[src/rtl/fwd_hazard_unit_pkg.sv]
// Shared definitions for the forwarding / hazard unit: ALU operand select encodings,
// controller states and the in-flight pipeline slot record.
package fwd_hazard_unit_pkg;

    localparam logic [1:0] FWD_RF    = 2'b00;
    localparam logic [1:0] FWD_EXMEM = 2'b01;
    localparam logic [1:0] FWD_MEMWB = 2'b10;

    typedef enum logic [1:0] {
        RUN      = 2'd0,
        LU_STALL = 2'd1,
        HOLD     = 2'd2
    } state_e;

    typedef struct packed {
        logic       valid;
        logic       wr_en;
        logic [4:0] wr_reg;
        logic       is_load;
    } slot_t;

    localparam slot_t SLOT_EMPTY = '0;

    // Register 0 is hardwired to zero, so nothing ever produces it.
    function automatic logic slot_produces(input slot_t s, input logic [4:0] r);
        return s.valid && s.wr_en && (s.wr_reg == r) && (r != 5'd0);
    endfunction

endpackage

[src/rtl/fwd_src_cmp.sv]
// Compares one ID-stage source register against the EX and MEM slots and returns the
// operand select plus the raw hit flags the hazard logic needs.
module fwd_src_cmp
    import fwd_hazard_unit_pkg::*;
(
    input  logic [4:0] src,
    input  logic       src_used,
    input  slot_t      ex_slot,
    input  slot_t      mem_slot,
    output logic [1:0] sel,
    output logic       ex_hit,
    output logic       ex_load_hit,
    output logic       mem_hit
);

    // The EX slot is the youngest producer, so it takes priority over MEM.
    always_comb begin
        ex_hit      = src_used && slot_produces(ex_slot, src);
        mem_hit     = src_used && slot_produces(mem_slot, src);
        ex_load_hit = ex_hit && ex_slot.is_load;
        sel         = FWD_RF;
        if (ex_hit) begin
            sel = FWD_EXMEM;
        end else if (mem_hit) begin
            sel = FWD_MEMWB;
        end
    end

endmodule

[src/rtl/fwd_hazard_unit.sv]
// Forwarding and hazard controller for a 5-stage pipeline. Define FWD_UNIT_FWD_EN to
// enable operand forwarding; without it every RAW hazard is resolved by stalling.
module fwd_hazard_unit
    import fwd_hazard_unit_pkg::*;
(
    input  logic       clk,
    input  logic       rst,
    input  logic       id_valid,
    input  logic [4:0] id_rs,
    input  logic [4:0] id_rt,
    input  logic       id_use_rs,
    input  logic       id_use_rt,
    input  logic       id_wr_en,
    input  logic [4:0] id_wr_reg,
    input  logic       id_is_load,
    input  logic       mem_busy,
    input  logic       flush,
    output logic [1:0] fwd_a_sel,
    output logic [1:0] fwd_b_sel,
    output logic       stall,
    output logic       freeze
);

    state_e     state_q, state_d;
    slot_t      ex_q, ex_d, mem_q, mem_d, wb_q, wb_d;
    logic [1:0] sel_a, sel_b;
    logic       a_ex_hit, a_ex_load_hit, a_mem_hit;
    logic       b_ex_hit, b_ex_load_hit, b_mem_hit;
    logic       hazard;
    logic       unused_bits;

    fwd_src_cmp u_cmp_rs (
        .src         (id_rs),
        .src_used    (id_use_rs),
        .ex_slot     (ex_q),
        .mem_slot    (mem_q),
        .sel         (sel_a),
        .ex_hit      (a_ex_hit),
        .ex_load_hit (a_ex_load_hit),
        .mem_hit     (a_mem_hit)
    );

    fwd_src_cmp u_cmp_rt (
        .src         (id_rt),
        .src_used    (id_use_rt),
        .ex_slot     (ex_q),
        .mem_slot    (mem_q),
        .sel         (sel_b),
        .ex_hit      (b_ex_hit),
        .ex_load_hit (b_ex_load_hit),
        .mem_hit     (b_mem_hit)
    );

    // WB only exists to model the pipeline depth; not every hit flag is needed in each build.
    assign unused_bits = ^{wb_q, mem_q.is_load, sel_a, sel_b, a_ex_hit, a_mem_hit,
                           b_ex_hit, b_mem_hit, a_ex_load_hit, b_ex_load_hit};

    // Flush kills the ID instruction, so it can never be the cause of a stall.
    always_comb begin
`ifdef FWD_UNIT_FWD_EN
        hazard = id_valid && (a_ex_load_hit || b_ex_load_hit);
`else
        hazard = id_valid && (a_ex_hit || a_mem_hit || b_ex_hit || b_mem_hit);
`endif
        freeze = !rst && mem_busy;
        stall  = !rst && !mem_busy && !flush && hazard && (state_q != LU_STALL);
    end

    always_comb begin
        state_d = RUN;
        if (mem_busy) begin
            state_d = HOLD;
        end
`ifdef FWD_UNIT_FWD_EN
        else if (stall) begin
            state_d = LU_STALL;
        end
`endif
    end

    always_comb begin
        ex_d  = ex_q;
        mem_d = mem_q;
        wb_d  = wb_q;
        if (!freeze) begin
            wb_d  = mem_q;
            mem_d = ex_q;
            ex_d  = SLOT_EMPTY;
            if (id_valid && !stall && !flush) begin
                ex_d.valid   = 1'b1;
                ex_d.wr_en   = id_wr_en;
                ex_d.wr_reg  = id_wr_reg;
                ex_d.is_load = id_is_load;
            end
        end
    end

    always_ff @(posedge clk) begin
        if (rst) begin
            state_q <= RUN;
            ex_q    <= SLOT_EMPTY;
            mem_q   <= SLOT_EMPTY;
            wb_q    <= SLOT_EMPTY;
        end else begin
            state_q <= state_d;
            ex_q    <= ex_d;
            mem_q   <= mem_d;
            wb_q    <= wb_d;
        end
    end

`ifdef FWD_UNIT_FWD_EN
    logic [1:0] fwd_a_q, fwd_a_d, fwd_b_q, fwd_b_d;

    // Selects follow the instruction into EX; a bubble entering EX gets regfile selects.
    always_comb begin
        fwd_a_d = fwd_a_q;
        fwd_b_d = fwd_b_q;
        if (!freeze) begin
            fwd_a_d = ex_d.valid ? sel_a : FWD_RF;
            fwd_b_d = ex_d.valid ? sel_b : FWD_RF;
        end
    end

    always_ff @(posedge clk) begin
        if (rst) begin
            fwd_a_q <= FWD_RF;
            fwd_b_q <= FWD_RF;
        end else begin
            fwd_a_q <= fwd_a_d;
            fwd_b_q <= fwd_b_d;
        end
    end

    assign fwd_a_sel = fwd_a_q;
    assign fwd_b_sel = fwd_b_q;
`else
    assign fwd_a_sel = FWD_RF;
    assign fwd_b_sel = FWD_RF;
`endif

endmodule

[config.mk]
export PLATFORM = sky130hd
export DESIGN_NAME = fwd_hazard_unit
export DESIGN_NICKNAME = d
export VERILOG_FILES = /design/src/rtl/fwd_hazard_unit_pkg.sv /design/src/rtl/fwd_src_cmp.sv /design/src/rtl/fwd_hazard_unit.sv
export SDC_FILE = /design/constraint.sdc
export NUM_CORES = 1
export LEC_CHECK = 0
export ABC_CLOCK_PERIOD_IN_PS = 5400
export BUFFER_PORTS_ARGS = -buffer_cell sky130_fd_sc_hd__buf_2
export CAP_MARGIN = 20
export CORE_MARGIN = 2
export CORE_UTILIZATION = 30
export CTS_CLUSTER_DIAMETER = 120
export DETAILED_ROUTE_END_ITERATION = 10
export PLACE_DENSITY = 0.62
export SYNTH_ARGS = -nofsm -noshare
export SYNTH_HDL_FRONTEND = slang
export SYNTH_SLANG_ARGS = --single-unit
[constraint.sdc]
create_clock -name clk -period 5.4 [get_ports clk]
set_clock_uncertainty 0.15 [all_clocks]
set_input_delay 1.62 -clock clk [delete_from_list [all_inputs] [get_ports clk]]
set_output_delay 1.62 -clock clk [all_outputs]
set_load 0.01 [all_outputs]
==> summary.txt <==
Run status
  • Status: finished clean

Timing
  • Final-report setup violation count: 0
  • Fmax: 0.2103 GHz
  • Hold Fails Final Rpt: 0
  • Slew Viols, Final: 0
  • Hold slack: around 380 ps
  • Worst slew pin tran: between 500 and 600 ps
  • Max_slew headroom: 65.93%
  • Period utilization: about 90%
  • RSZ-0062 raised after global routing: false
  • Crit path time final: 4755 ps
  • Setup TNS: 0 ps
  • Final worst slack: between 600 and 700 ps

Place
  • Detailed placer's ending HPWL: about 1.4 mm
  • Buffers on Ports: 24
  • Placed Cells: 133
  • Setup WS pre-CTS: 653.3 ps
  • RePlAce Congestion: around 0.77

Power and ir drop
  • VDD IR max: 0.1093 mV
  • Leakage: roughly 0.39 nW
  • PwrDens: roughly 200 nW/um^2

Layout
  • Most common cell after layout, fill and taps aside: buf_2
  • Area Overhead vs Synth: 19.38%
  • Layout cells sized above 1: 33.96%
  • Finished Layout Cells: 136
  • Most frequent cells in the layout: buf_2, xnor2_1, dfxtp_1
  • N_diodes: 0
  • Nets: between 100 and 150

CTS
  • Clk root buf: clkbuf_4
  • Clock latency on the worst-skew pair: approximately 280 ps
  • CTS max path bufs: 2
  • TritonCTS Buffers: 3
  • Clk sinks: 14
  • CTS tree: yes
  • Reg clk slew, reported paths: ~80 ps
  • H-Tree Depth: 1
  • Post_cts resized: 0
  • # hold bufs at CTS: 0
  • Setup Buffers After CTS: 0

Floorplanning
  • Core area: 2522 sq um
  • Row cnt: 18
  • IO Count: 30
  • Initial Util: between 30 and 40%
  • Die Y: ~56 microns
  • Die ar.: ~3100 sq um
  • Die width: ~56 microns

Yosys
  • Mean Syn Cell Area: 9.918 sq um
  • Library cells used by synthesis: 19
  • Synth Instances: approximately 80
  • Synthesized flop and latch total: 14
  • Cell Area, Synth: around 810 sq um
  • Ys Warns: 0
  • Seq/Total Area, Yosys: about a third

Worst hold path
  • Hold crit path type: flip-flop to flip-flop
  • Worst Hold Launch: mem_q[6]
  • Worst hold path depth: 2

Detailed routing
  • Detail Route Antenna Nets: 0
  • Avg WL per Cell: around 13 microns
  • Vias: 668
  • WL final: roughly 1.8 mm
  • Starting DRT DRC Count: 4
  • Post-DR vias/cell: between 4 and 5
  • First drt pass iteration count: 2
  • DR DRC count: 0

Setup path
  • Crit path from: id_rs[1]
  • Crit path DAT: 2980 ps
  • Crit path kind: input port to output port
  • Worst path required time: roughly 3600 ps
  • Worst R2R Start: ex_q[3]
  • Crit-path max FO: 8
  • CP Capture Type: output port
  • FF-to-FF path depth: 5
  • CP Launch Type: input port

Global route
  • First-pass GRT wire length: 3.084 mm
  • Initial antenna violation count: 0
  • Gr ovfl total: 0
  • GRT Util Overall: 12.53%
  • Pin count of the biggest net entering global routing: 10
  • Vias in the first global route: approximately 690

Job
  • Max-cap violations: 0
## registers in the layout, summed over array words and instances (netlist names)
| name | count |
|---|---|
| ex_q | 7 |
| mem_q | 7 |
## per-layer routing
layer	GRT usage (%)	share of wire (%)	vias to the layer above
met5	0	0	-
met4	6.122	1.6	0
met3	3.023	4.7	4
met2	20.17	45	21
met1	15.50	48	305
li1	-	-	338
## cells by family (layout without fill, tap and decap cells)
| kind of cell | after synthesis | after routing | synth area share, % |
|---|---|---|---|
| buffers and inverters | 7 | 28 | 5.077 |
| XOR/XNOR | 20 | 20 | 21.54 |
| AO/OA/AOI/OAI | 11 | 11 | 15.23 |
| AND/OR/NAND/NOR | 22 | 22 | 14.61 |
| other | 1 | 4 | 0.4611 |
| multiplexers | 7 | 7 | 8.616 |
| flip-flops | 14 | 14 | 34.46 |
## power by group
group	leakage, nW	switching (mW)	internal (mW)	total, mW
clock	0.0138	0.0321	0.0259	0.0579
sequential	0.113	0.00271	0.105	0.108
combinational	0.265	0.0155	0.0170	0.0326
total	0.393	0.0503	0.148	0.198
## path summary, 6_finish.rpt
| path | end | slack [ps] |
|---|---|---|
| worst min-delay path | mem_q[6] | 380 |
| worst max register to register | ex_q[2] | 3730 |
| worst max-delay path | stall | 650 |
| worst min register to register | mem_q[6] | 380 |
## critical path: stages
cell and delay, ps:
buf_2 120, or4_1 530, o21a_1 210, a32oi_4 280, nor2b_1 80, buf_2 140
## cell usage after synthesis (all sizes together)
| library cell | n | area [sq um] |
|---|---|---|
| xnor2 | 20 | 175.2 |
| dfxtp | 14 | 280.3 |
| nor2 | 8 | 30.03 |
| mux2i | 7 | 70.07 |
| a32o | 6 | 67.56 |
| buf | 4 | 30.03 |
| nand3 | 4 | 20.02 |
| nand4 | 4 | 25.02 |
| clkbuf | 3 | 11.26 |
| nor2b | 2 | 12.51 |
| o22ai | 2 | 12.51 |
| a22o | 1 | 8.760 |
| a32oi | 1 | 27.53 |
| conb | 1 | 3.750 |
| nand2 | 1 | 3.750 |
| nor3 | 1 | 5.000 |
| nor4b | 1 | 15.01 |
| o21a | 1 | 7.510 |
| or4 | 1 | 7.510 |
## area by class of cell
| type | instances | area (sq um) |
|---|---|---|
| Sequential cell | 14 | 280.3 |
| Clock buffer | 3 | 22.52 |
| Timing Repair Buffer | 25 | 127.6 |
| Fill cell | 274 | 1551 |
| Multi-Input combinational cell | 64 | 503.0 |
| Tap cell | 30 | 37.54 |
## stage by stage
stage	total power, mW	area, sq um	utilization [%]
after floorplan	0.1310	824.5	-
after global placement	0.1426	948.4	37.60
after detailed placement	0.1430	948.4	37.60
after CTS	0.2015	970.9	38.49
after global routing	0.2096	970.9	38.49
final	0.1984	970.9	38.49
(Power assumes the default switching activity.)
